$ cat src/rtl/instruction_fetch_unit.sv
// Fetch stage: owns the fetch PC, issues sequential word fetches to a 1-cycle-latency
// instruction memory and buffers returned words in a 2-entry FIFO toward decode.
module instruction_fetch_unit #(
   parameter logic [31:0] RESET_PC = 32'h0000_0000
) (
   input  logic        clk,
   input  logic        rst_n,
   output logic [31:0] imem_pc,
   input  logic [31:0] imem_instr,
   input  logic        stall,
   input  logic        redirect,
   input  logic [31:0] redirect_pc,
   output logic        if_valid,
   output logic [31:0] if_instr,
   output logic [31:0] if_pc,
   output logic [31:0] if_pc_plus4,
   output logic        misalign
);

   logic [31:0] fetch_pc_q, fetch_pc_d;
   logic        inflight_v_q, inflight_v_d;
   logic [31:0] inflight_pc_q, inflight_pc_d;
   logic [31:0] fifo_instr_q [2];
   logic [31:0] fifo_instr_d [2];
   logic [31:0] fifo_pc_q [2];
   logic [31:0] fifo_pc_d [2];
   logic [1:0]  count_q, count_d;
   logic        misalign_q, misalign_d;

   logic        pop, push, issue, wr_hi;
   logic [2:0]  occ;

   always_comb begin
      pop   = (count_q != 2'd0) && !stall && !redirect;
      push  = inflight_v_q && !redirect;
      // Occupancy the FIFO could reach once the in-flight word lands; issue only if it leaves room.
      occ   = {1'b0, count_q} + {2'b00, inflight_v_q} - {2'b00, pop};
      issue = !redirect && (occ < 3'd2);
      wr_hi = (count_q == 2'd2) || ((count_q == 2'd1) && !pop);

      fetch_pc_d    = fetch_pc_q;
      inflight_v_d  = inflight_v_q;
      inflight_pc_d = inflight_pc_q;
      fifo_instr_d  = fifo_instr_q;
      fifo_pc_d     = fifo_pc_q;
      count_d       = count_q;
      misalign_d    = 1'b0;

      if (redirect) begin
         count_d      = 2'd0;
         inflight_v_d = 1'b0;
         fetch_pc_d   = {redirect_pc[31:2], 2'b00};
         misalign_d   = |redirect_pc[1:0];
      end else begin
         inflight_v_d = issue;
         if (issue) begin
            inflight_pc_d = fetch_pc_q;
            fetch_pc_d    = fetch_pc_q + 32'd4;
         end
         if (pop) begin
            fifo_instr_d[0] = fifo_instr_q[1];
            fifo_pc_d[0]    = fifo_pc_q[1];
         end
         // Push lands behind whatever remains after this cycle's pop.
         if (push) begin
            if (wr_hi) begin
               fifo_instr_d[1] = imem_instr;
               fifo_pc_d[1]    = inflight_pc_q;
            end else begin
               fifo_instr_d[0] = imem_instr;
               fifo_pc_d[0]    = inflight_pc_q;
            end
         end
         count_d = count_q - {1'b0, pop} + {1'b0, push};
      end
   end

   always_ff @(posedge clk or negedge rst_n) begin
      if (!rst_n) begin
         fetch_pc_q    <= RESET_PC;
         inflight_v_q  <= 1'b0;
         inflight_pc_q <= '0;
         fifo_instr_q  <= '{default: '0};
         fifo_pc_q     <= '{default: '0};
         count_q       <= 2'd0;
         misalign_q    <= 1'b0;
      end else begin
         fetch_pc_q    <= fetch_pc_d;
         inflight_v_q  <= inflight_v_d;
         inflight_pc_q <= inflight_pc_d;
         fifo_instr_q  <= fifo_instr_d;
         fifo_pc_q     <= fifo_pc_d;
         count_q       <= count_d;
         misalign_q    <= misalign_d;
      end
   end

   assign imem_pc     = fetch_pc_q;
   assign if_valid    = (count_q != 2'd0);
   assign if_instr    = fifo_instr_q[0];
   assign if_pc       = fifo_pc_q[0];
   assign if_pc_plus4 = if_valid ? (fifo_pc_q[0] + 32'd4) : 32'd0;
   assign misalign    = misalign_q;

   a_no_overflow: assert property (@(posedge clk) disable iff (!rst_n)
      !(push && (count_q == 2'd2) && !pop));

endmodule
$ cat config.mk
export PLATFORM = sky130hd
export DESIGN_NAME = instruction_fetch_unit
export DESIGN_NICKNAME = d
export VERILOG_FILES = /design/src/rtl/instruction_fetch_unit.sv
export SDC_FILE = /design/constraint.sdc
export NUM_CORES = 1
export LEC_CHECK = 0
export ABC_AREA = 1
export BUFFER_PORTS_ARGS = -buffer_cell sky130_fd_sc_hd__buf_4
export CORE_ASPECT_RATIO = 0.8
export CORE_MARGIN = 8
export CORE_UTILIZATION = 62
export CTS_BUF_LIST = sky130_fd_sc_hd__clkbuf_2 sky130_fd_sc_hd__clkbuf_4 sky130_fd_sc_hd__clkbuf_8
export DETAILED_ROUTE_END_ITERATION = 7
export GPL_TIMING_DRIVEN = 0
export HOLD_SLACK_MARGIN = 0.1
export PLACE_DENSITY = 0.95
export SYNTH_ARGS = -nofsm -noshare
export SYNTH_HDL_FRONTEND = slang
export SYNTH_SLANG_ARGS = --single-unit
$ cat constraint.sdc
create_clock -name clk -period 7.2 [get_ports clk]
set_input_delay 0.72 -clock clk [delete_from_list [all_inputs] [get_ports clk]]
set_output_delay 0.72 -clock clk [all_outputs]
set_load 0.05 [all_outputs]
# Word-level counts from Yosys, hierarchy flattened
# Index checks and enable logic that the tools add are counted.
# classes
add_sub_neg	6
multipliers	0
n_div	0
order_cmp	1
n_eq_ne	2
shifts	0
n_mux	14
bitwise_logic	1
n_reduce_logical	14
# op_table
operator	count
two-way mux 32 bit	9
two-way mux 64 bit	2
adder 32 x 3 -> 32 bit (second input constant)	2
logical AND 1 bit	5
nonzero test 2 bit	2
adder 2 x 1 -> 3 bit	1
logical NOT 1 bit	3
< comparator 3 x 2 -> 1 bit (second input constant)	1
AND reduction 3 bit	1
subtractor 3 x 1 -> 3 bit	1
adder 2 x 1 -> 2 bit	1
equality test 2 x 1 -> 1 bit (second input constant)	1
equality test 2 bit (second input constant)	1
two-way mux 1 bit	2
two-way mux 2 bit	1
AND reduction 2 bit	1
OR reduction 2 bit	1
subtractor 2 x 1 -> 2 bit	1
logical OR 1 bit	1
NOT 1 bit	1
# totals
register_bits	196
latch_bits	0
mem_bits_rw	0
rom_bits	0
output_inout_bits	130
memories	0

# Longest topological paths before layout
# Gate-level depths: netlist of the first run.
# logic_depth
ltp_word	8
depth_mapped	17
ltp_nobuf	15

# Worst setup path after synthesis of the first run
# No wires, ideal clock.
# synth_timing
path_type	input to register
from	input port redirect
to	register fetch_pc_q[7] (netlist: imem_pc[7])
setup_ps	138
arrival_time_ps	2972
required_ps	7062
setup_slack_ps	4090
stages	14
n_path_buf	3
cell_sequence	buf_2 nor3_4 clkbuf_1 nand2_1 nand2_1 nand2_1 fa_1 xnor2_1 nand2_1 nand2_1 inv_1 clkbuf_1 nand2_1 o211ai_1
# synth_between
elab_chain_len	6
# synth_rtl
element	line	rtl
start: declaration	11	input logic redirect,
logical NOT 1 bit	34, 38	
logical AND 1 bit	34	pop = (count_q != 2'd0) && !stall && !redirect;
subtractor 3 x 1 -> 3 bit	37	occ = {1'b0, count_q} + {2'b00, inflight_v_q} - {2'b00, pop};
< comparator 3 x 2 -> 1 bit	38	issue = !redirect && (occ < 3'd2);
logical AND 1 bit	38	
nonzero test 2 bit (no source line)	-	
end signal: assignment	88	fetch_pc_q <= fetch_pc_d;
end: declaration	20	logic [31:0] fetch_pc_q, fetch_pc_d;
# Parallel ways exist; a longest one is shown, timed or not.
# A chain may end at the register's enable or synchronous reset.

# Final worst setup path of the first run
# layout_timing
from	register count_q[1]
to	register fetch_pc_q[7] (netlist: imem_pc[7])
# layout_between
elab_chain_len	7
# layout_rtl
element	line	rtl
start: declaration	27	logic [1:0] count_q, count_d;
start signal: assignment	93	count_q <= count_d;
parallel branches: the longest is 3 deep, another holds adder 2 x 1 -> 3 bit	-	
subtractor 3 x 1 -> 3 bit *	37	
< comparator 3 x 2 -> 1 bit *	38	
logical AND 1 bit *	38	
nonzero test 2 bit (no source line) *	-	
# Every way passes the cells marked *.

==> flow_metrics.tcl, run 1 <==
set metrics [dict create \
    powerDensity_nw_per_um2 556 \
    synth-seq-area-share_pct 46.2 \
    reg2reg_slack_ns 3.26 \
    endpoint "imem_pc[7]" \
    leakagePower_nw 6.65 \
    avgViaCountPerCell 5.54 \
    netlist_instances 1410 \
    drt-total-wl_mm 31.8 \
    critPathMaxFanout 10 \
    cts_root_buf "clkbuf_8" \
    holdBufCountCts 0 \
    antenna_found_initial 0 \
    startpoint "count_q[1]" \
    tightest_slew_ns 0.765 \
    fin_tns_setup_ns 0 \
    ys_seq_elements 190 \
    fin_worst_skew_ns 0.0119 \
    switching_share_pct 53.5 \
    finalPower_mw 6.94 \
    initial_utilization_pct 62.8 \
    hold_class "primary input to asynchronous set/reset pin" \
    cts_buffer_depth 2 \
    cp-start-kind "register" \
    layout_min_cycle_time_ns 3.94 \
    synth_top_area_share_pct 46.2 \
    max_freq_ghz 0.254 \
    rsz0062_at_grt "false" \
    die_area_um2 21000 \
    synth_cell_types 30 \
    syn_area_um2 10300 \
    cts_resized 0 \
    max_slew_margin_pct 49.0 \
    crit_type "register to register" \
    gp_congestion 0.978 \
    r2r-start "count_q[1]" \
    cts.sink_count 190 \
    arrival_ns 4.27 \
    dp_slack_ns 3.10 \
    pwr-share-comb_pct 59.4 \
    final_util_pct 76.1 \
    pwr-share-seq_pct 29.8 \
    p_sw_mw 3.71 \
    ff2ff_path_depth 15 \
    drc 0 \
    fp.coreArea_um2 16400 \
    avgSynthCellArea_um2 7.30 \
    dr.pass1.iters 6 \
    irDropWorstVdd_uv 339 \
    die-height_um 131 \
    worst_r2r_endpoint "imem_pc[7]" \
    status "complete, no violations" \
    post_cts_buffers 0 \
    numCtsBuffers 17 \
    wl_per_cell_um 17.1 \
    min_period_over_period_pct 54.8 \
    end_kind "register" \
    drv_slew 0 \
    h-tree-depth 4 \
    ys_warn_count 0 \
    diodes 0 \
    grt_overflow 0 \
    io_buffers 194 \
    vias 10281 \
    fin_ws_ns 3.26 \
    finalSetupViolations 0 \
    antenna_left 0 \
    drt_iter0_drc 1220 \
    power.share.clock_pct 10.8 \
    dp_hpwl_mm 23.7 \
    cts_tree "yes" \
    required_ns 7.53 \
    yosys.area.top_type "dfrtp_1" \
    fin_nets 1697 \
    row_count 42 \
    track_usage_pct 30.1 \
    internal_power_mw 3.23 \
    insertion_delay_ns 0.48 \
    cap_violations 0 \
    path_clk_slew_ns 0.09 \
    grt_pass1_wl_mm 51.4 \
    final_hold_viol_count 0 \
    fin_hold_ws_ns 0.176 \
    ios 198 \
    die_width_um 160 \
    grt_max_degree 120 \
    layout-drive-gt1-share_pct 19.7 \
    first_global_vias 10147 \
    synth_area_leaders "dfrtp_1, nand2_1, nand3_1" \
    area_growth_syn_to_layout_pct 21.2 \
]
-- power by group through the flow --
stage / clock, mW / sequential [mW] / combinational, mW
global route: 0.795 / 2.12 / 4.44
floorplan: 0 / 2.16 / 2.69
CTS: 0.749 / 2.04 / 4.10
finish: 0.748 / 2.07 / 4.13
global placement: 0 / 2.04 / 3.96
detailed placement: 0 / 2.06 / 4.07
-- metrics by stage --
stage	cell area, µm²	std cells
floorplan	10300	1411
global placement	12000	1825
detailed placement	12100	1826
CTS	12500	1856
global route	12500	1856
finish	12500	1856
-- layer usage --
metal	global-route usage, %	vias up	share of wire [%]
met3	8.90	71	11
li1	-	4803	-
met4	11.5	0	2.6
met2	46.9	638	45
met5	0	-	0
met1	38.9	4769	41
-- layout by cell type, fill, tap and decap left out, types with 17 or more instances in the layout --
cell type / count
inv_1: 164
buf_2: 20
buf_4: 263
nor2_1: 111
nand4_1: 19
dfrtp_1: 190
o21ai_0: 85
nand3_1: 148
nand2_1: 435
clkbuf_1: 38
clkbuf_8: 20
o21ai_1: 49
a21oi_1: 17
-- area by class of cell --
cell class / instances / area (µm²)
sequential: 190 / 4750
multi-input combinational: 926 / 4140
fill: 1173 / 3920
timing repair buffer: 195 / 1490
buffer: 129 / 779
inverter: 166 / 623
clock buffer: 21 / 283
tap: 220 / 275
clock inverter: 9 / 134
-- cells by family after synthesis --
kind of cell | after synthesis | synth area share (%)
compound gates | 165 | 8.34
xor+xnor | 17 | 1.45
fa+ha+maj | 4 | 0.559
buf+inv | 295 | 13.6
flops | 190 | 46.2
other cells | 1 | 0.0364
simple gates | 738 | 29.8
-- state kept, by name, summed over array words and instances, names as in the netlist --
| register | cells |
|---|---|
| misalign | 1 |
| inflight_v_q | 1 |
| fifo_instr_q | 32 |
| imem_pc | 30 |
| inflight_pc_q | 30 |
| if_pc | 32 |
| count_q | 2 |
| fifo_pc_q | 30 |
| if_instr | 32 |
-- Yosys cell counts --
library cell  instances
o21ai_1              49
buf_4                70
conb_1                1
a21boi_0              1
inv_2                 2
nor3_1               13
dfrtp_1             190
fa_1                  1
nand2_2               1
o211ai_1              8
nand4_1              19
nand2_1             435
buf_2                20
a21oi_1              17
a31oi_1               2
nand3b_1              7
ha_1                  3
nor3_4                1
nor2_2                1
o21bai_1              3
clkbuf_1             38
inv_1               164
and3_1                1
o21ai_0              85
buf_6                 1
nand3_1             148
or2_2                 1
xor2_1               13
nor2_1              111
xnor2_1               4
-- worst min path at each step --
stage,from,endpoint,slack [ns],depth (start not counted)
2_1_floorplan,rst_n,count_q[0],0.42,0
3_3_place_gp,fifo_pc_q[18],fifo_pc_q[18],0.45,2
3_5_place_dp,fifo_instr_q[1],fifo_instr_q[1],0.46,2
4_1_cts,rst_n,if_instr[1],0.19,1
5_1_grt,rst_n,if_instr[8],0.21,1
6_report,rst_n,if_instr[10],0.18,1
-- worst max-delay path, stage by stage (launching register included) --
cell and delay [ns]:
dfrtp_1 0.40, buf_4 0.17, nor2_2 0.11, nor3_4 0.35, clkbuf_1 0.55, nand2_1 0.17, nand2_1 0.11, nand2_1 0.07
fa_1 0.38, xnor2_1 0.37, nand2_1 0.15, nand2_1 0.30, inv_1 0.10, clkbuf_1 0.30, nand2_1 0.15, o211ai_1 0.10
(Power assumes the default switching activity.)
==> inputs of run 2 (changes only) <==
--- a/config.mk
+++ b/config.mk
@@ -5,16 +5,16 @@
 export SDC_FILE = /design/constraint.sdc
 export NUM_CORES = 1
 export LEC_CHECK = 0
-export ABC_AREA = 1
+export ABC_AREA = 0
 export BUFFER_PORTS_ARGS = -buffer_cell sky130_fd_sc_hd__buf_4
 export CORE_ASPECT_RATIO = 0.8
 export CORE_MARGIN = 8
-export CORE_UTILIZATION = 62
+export CORE_UTILIZATION = 57
 export CTS_BUF_LIST = sky130_fd_sc_hd__clkbuf_2 sky130_fd_sc_hd__clkbuf_4 sky130_fd_sc_hd__clkbuf_8
 export DETAILED_ROUTE_END_ITERATION = 7
 export GPL_TIMING_DRIVEN = 0
 export HOLD_SLACK_MARGIN = 0.1
-export PLACE_DENSITY = 0.95
+export PLACE_DENSITY = 0.89
 export SYNTH_ARGS = -nofsm -noshare
 export SYNTH_HDL_FRONTEND = slang
 export SYNTH_SLANG_ARGS = --single-unit
==> constraint.sdc (replaced) <==
create_clock -name clk -period 4.1 [get_ports clk]
set_input_delay 0.41 -clock clk [delete_from_list [all_inputs] [get_ports clk]]
set_output_delay 0.41 -clock clk [all_outputs]
set_load 0.05 [all_outputs]
==> run 2 against run 1 <==
- count of clock-buffer cells in the layout stayed put
- wire length is 23% lower
- design area is 2.8% lower
- highest routed layer unchanged
==> flow_metrics.tcl, run 2 <==
set metrics [dict create \
    pwr-share-comb_pct 50.6 \
    end_kind "register" \
    critPathMaxFanout 10 \
    dp_hpwl_mm 18.2 \
    met3WireLength_mm 2.06 \
    row_count 43 \
    final_common_cell "buf_4" \
    cap_violations 0 \
    first_global_vias 7547 \
    yosys.area.top_type "dfrtp_1" \
    layout_min_cycle_time_ns 3.89 \
    die_area_um2 21700 \
    status "complete, no violations" \
    rsz0062_at_grt "false" \
    avgSynthCellArea_um2 11.7 \
    netlist_instances 837 \
    drt-total-wl_mm 24.6 \
    synth_top_area_share_pct 48.5 \
    r2r-start "count_q[1]" \
    synth_area_leaders "dfrtp_1, mux2_2, buf_4" \
    syn_area_um2 9790 \
    irDropWorstVdd_uv 593 \
    dr.pass1.iters 5 \
    synth_most_common_cell "dfrtp_1" \
    fin_nets 1126 \
    ys_warn_count 0 \
    synthArstFlopShare_pct 100 \
    io_buffers 195 \
    nFillCells 1196 \
    antenna_found_initial 0 \
    insertion_delay_ns 0.45 \
    fp.coreArea_um2 17100 \
    final_hold_viol_count 0 \
    ys_seq_elements 190 \
    arrival_ns 4.27 \
    ios 198 \
    crit_type "register to register" \
    tightest_slew_ns 0.669 \
    internal_power_mw 5.75 \
    synth_enable_flop_cells 0 \
    drt_iter0_drc 719 \
    cts_buffer_depth 2 \
    worst_hold_path.num_cells 3 \
    cts_tree "yes" \
    antenna_left 0 \
    layout-drive-gt1-share_pct 46.2 \
    initial_utilization_pct 57.4 \
    power.share.clock_pct 15.3 \
    netlist_top_cells_count "dfrtp_1, mux2_2, buf_4" \
    die_width_um 163 \
    avgViaCountPerCell 5.71 \
    fin_worst_skew_ns 0.0116 \
    multiInputGateArea_um2 4330 \
    layout_common_cells "buf_4, dfrtp_1, mux2_2" \
    reg2reg_slack_ns 0.21 \
    drv_slew 0 \
    gp_congestion 0.878 \
    hold_start "redirect_pc[11]" \
    grt_max_degree 105 \
    worstHoldEndpoint "imem_pc[11]" \
    pwr-share-seq_pct 34.1 \
    area_growth_syn_to_layout_pct 23.9 \
    vias 7376 \
    seq_area_um2 4760 \
    synth_cell_types 40 \
    fin_cells 1291 \
    routedLengthMet1_mm 10.9 \
    path_clk_slew_ns 0.09 \
    cp-start-kind "register" \
    leakagePower_nw 5.45 \
    powerDensity_nw_per_um2 826 \
    dr_wl_met2_mm 11.3 \
    switching_share_pct 42.6 \
    required_ns 4.47 \
    ff2ff_path_depth 12 \
    die-height_um 133 \
    dpl.cell_count 1259 \
    max_freq_ghz 0.257 \
    highest_layer "met4" \
    h-tree-depth 4 \
    cts.sink_count 190 \
    synth-seq-area-share_pct 48.5 \
    max_slew_margin_pct 55.4 \
    cts_root_buf "clkbuf_8" \
    min_period_over_period_pct 95.0 \
    track_usage_pct 22.8 \
    wl_per_cell_um 19.0 \
    finalSetupViolations 0 \
    final_util_pct 71.1 \
    p_sw_mw 4.26 \
    grt_overflow 0 \
    grt_pass1_wl_mm 39.6 \
    drc 0 \
    fin_tns_setup_ns 0 \
    hold_class "primary input to register" \
    synth_ff_type "dfrtp_1" \
    worst_r2r_endpoint "imem_pc[16]" \
    numCtsBuffers 17 \
    diodes 0 \
]
[run 2: cell types whose count changed after synthesis, moves of 36 or more]
cell	change
mux2_1	+36
inv_1	-154
nor2_1	-76
mux2_2	+178
o21ai_1	-49
nand2_1	-405
o21ai_0	-63
nand3_1	-123
[run 2: repair_timing]
| item | in CTS | in global routing |
|---|---|---|
| endpoints found under the hold margin | 86 | 0 |
| setup endpoints to repair | 28 | 41 |
| cloned | 0 | 0 |
| pin swaps | 0 | 0 |
| hold buffers | 1 | 0 |
| setup buffers | 0 | 0 |
| gates resized for setup | 3 | 7 |
[run 2: area by class of cell]
type                            count  area share, %
Multi-Input combinational cell    523           35.7
Sequential cell                   190           39.2
Buffer                            115           5.80
Timing Repair Buffer              197           12.4
Inverter                           10          0.309
Clock buffer                       21           2.33
Clock inverter                     10           1.92
Tap cell                          225           2.32
[run 2: how the worst max path moves through the flow]
stage	start	slack, ns	depth (start not counted)	end
global route	count_q[1]	0.003	12	imem_pc[21]
CTS	count_q[1]	0.08	11	inflight_pc_q[27]
finish	count_q[1]	0.21	12	imem_pc[16]
global placement	count_q[1]	-0.02	11	inflight_pc_q[21]
detailed placement	count_q[1]	-0.10	11	inflight_pc_q[25]
floorplan	count_q[1]	0.74	12	imem_pc[21]
[run 2: logic make-up (layout without fill, tap and decap cells)]
logic type      after synthesis  count (layout)  synth area share [%]
mux                         216             216                  24.8
simple gates                193             193                  11.0
flops                       190             190                  48.5
buf+inv                     125             353                  7.50
compound gates               85              85                  5.38
xor+xnor                     23              23                  2.13
fa+ha+maj                     4               4                 0.588
other cells                   1               2                0.0383
[run 2: worst max-delay path: stages (launching register included)]
cell and delay, ns:
dfrtp_2 0.50, nor2_4 0.10, or3_1 0.36, clkbuf_4 0.25, buf_2 0.24, nor2_1 0.19
o21ai_0 0.14, fa_1 0.47, xnor2_4 0.32, nand4_1 0.28, clkbuf_1 0.32, or4_1 0.47
a31oi_1 0.19
[run 2: power by group through the flow]
stage               logic, mW  clock network, mW  registers [mW]
global route             5.38               1.64            3.53
finish                   5.07               1.53            3.42
detailed placement       5.05                  0            3.44
global placement         4.92                  0            3.37
CTS                      5.09               1.55            3.41
floorplan                3.72                  0            3.27
[run 2: metal layers]
metal	global-route usage, %	vias up
met5	0	-
met4	6.21	0
met3	6.54	22
met2	34.6	312
met1	31.5	3621
li1	-	3421
[run 2: stage by stage]
stage,area [µm²],setup WS (ns),hold WS (ns),power [mW]
final,12100,0.206,0.158,10.0
after global routing,12100,0.00284,0.143,10.5
after CTS,12100,0.0792,0.140,10.0
after detailed placement,11600,-0.104,0.453,8.49
after global placement,11500,-0.0218,0.483,8.29
after floorplan,9800,0.741,0.114,6.99
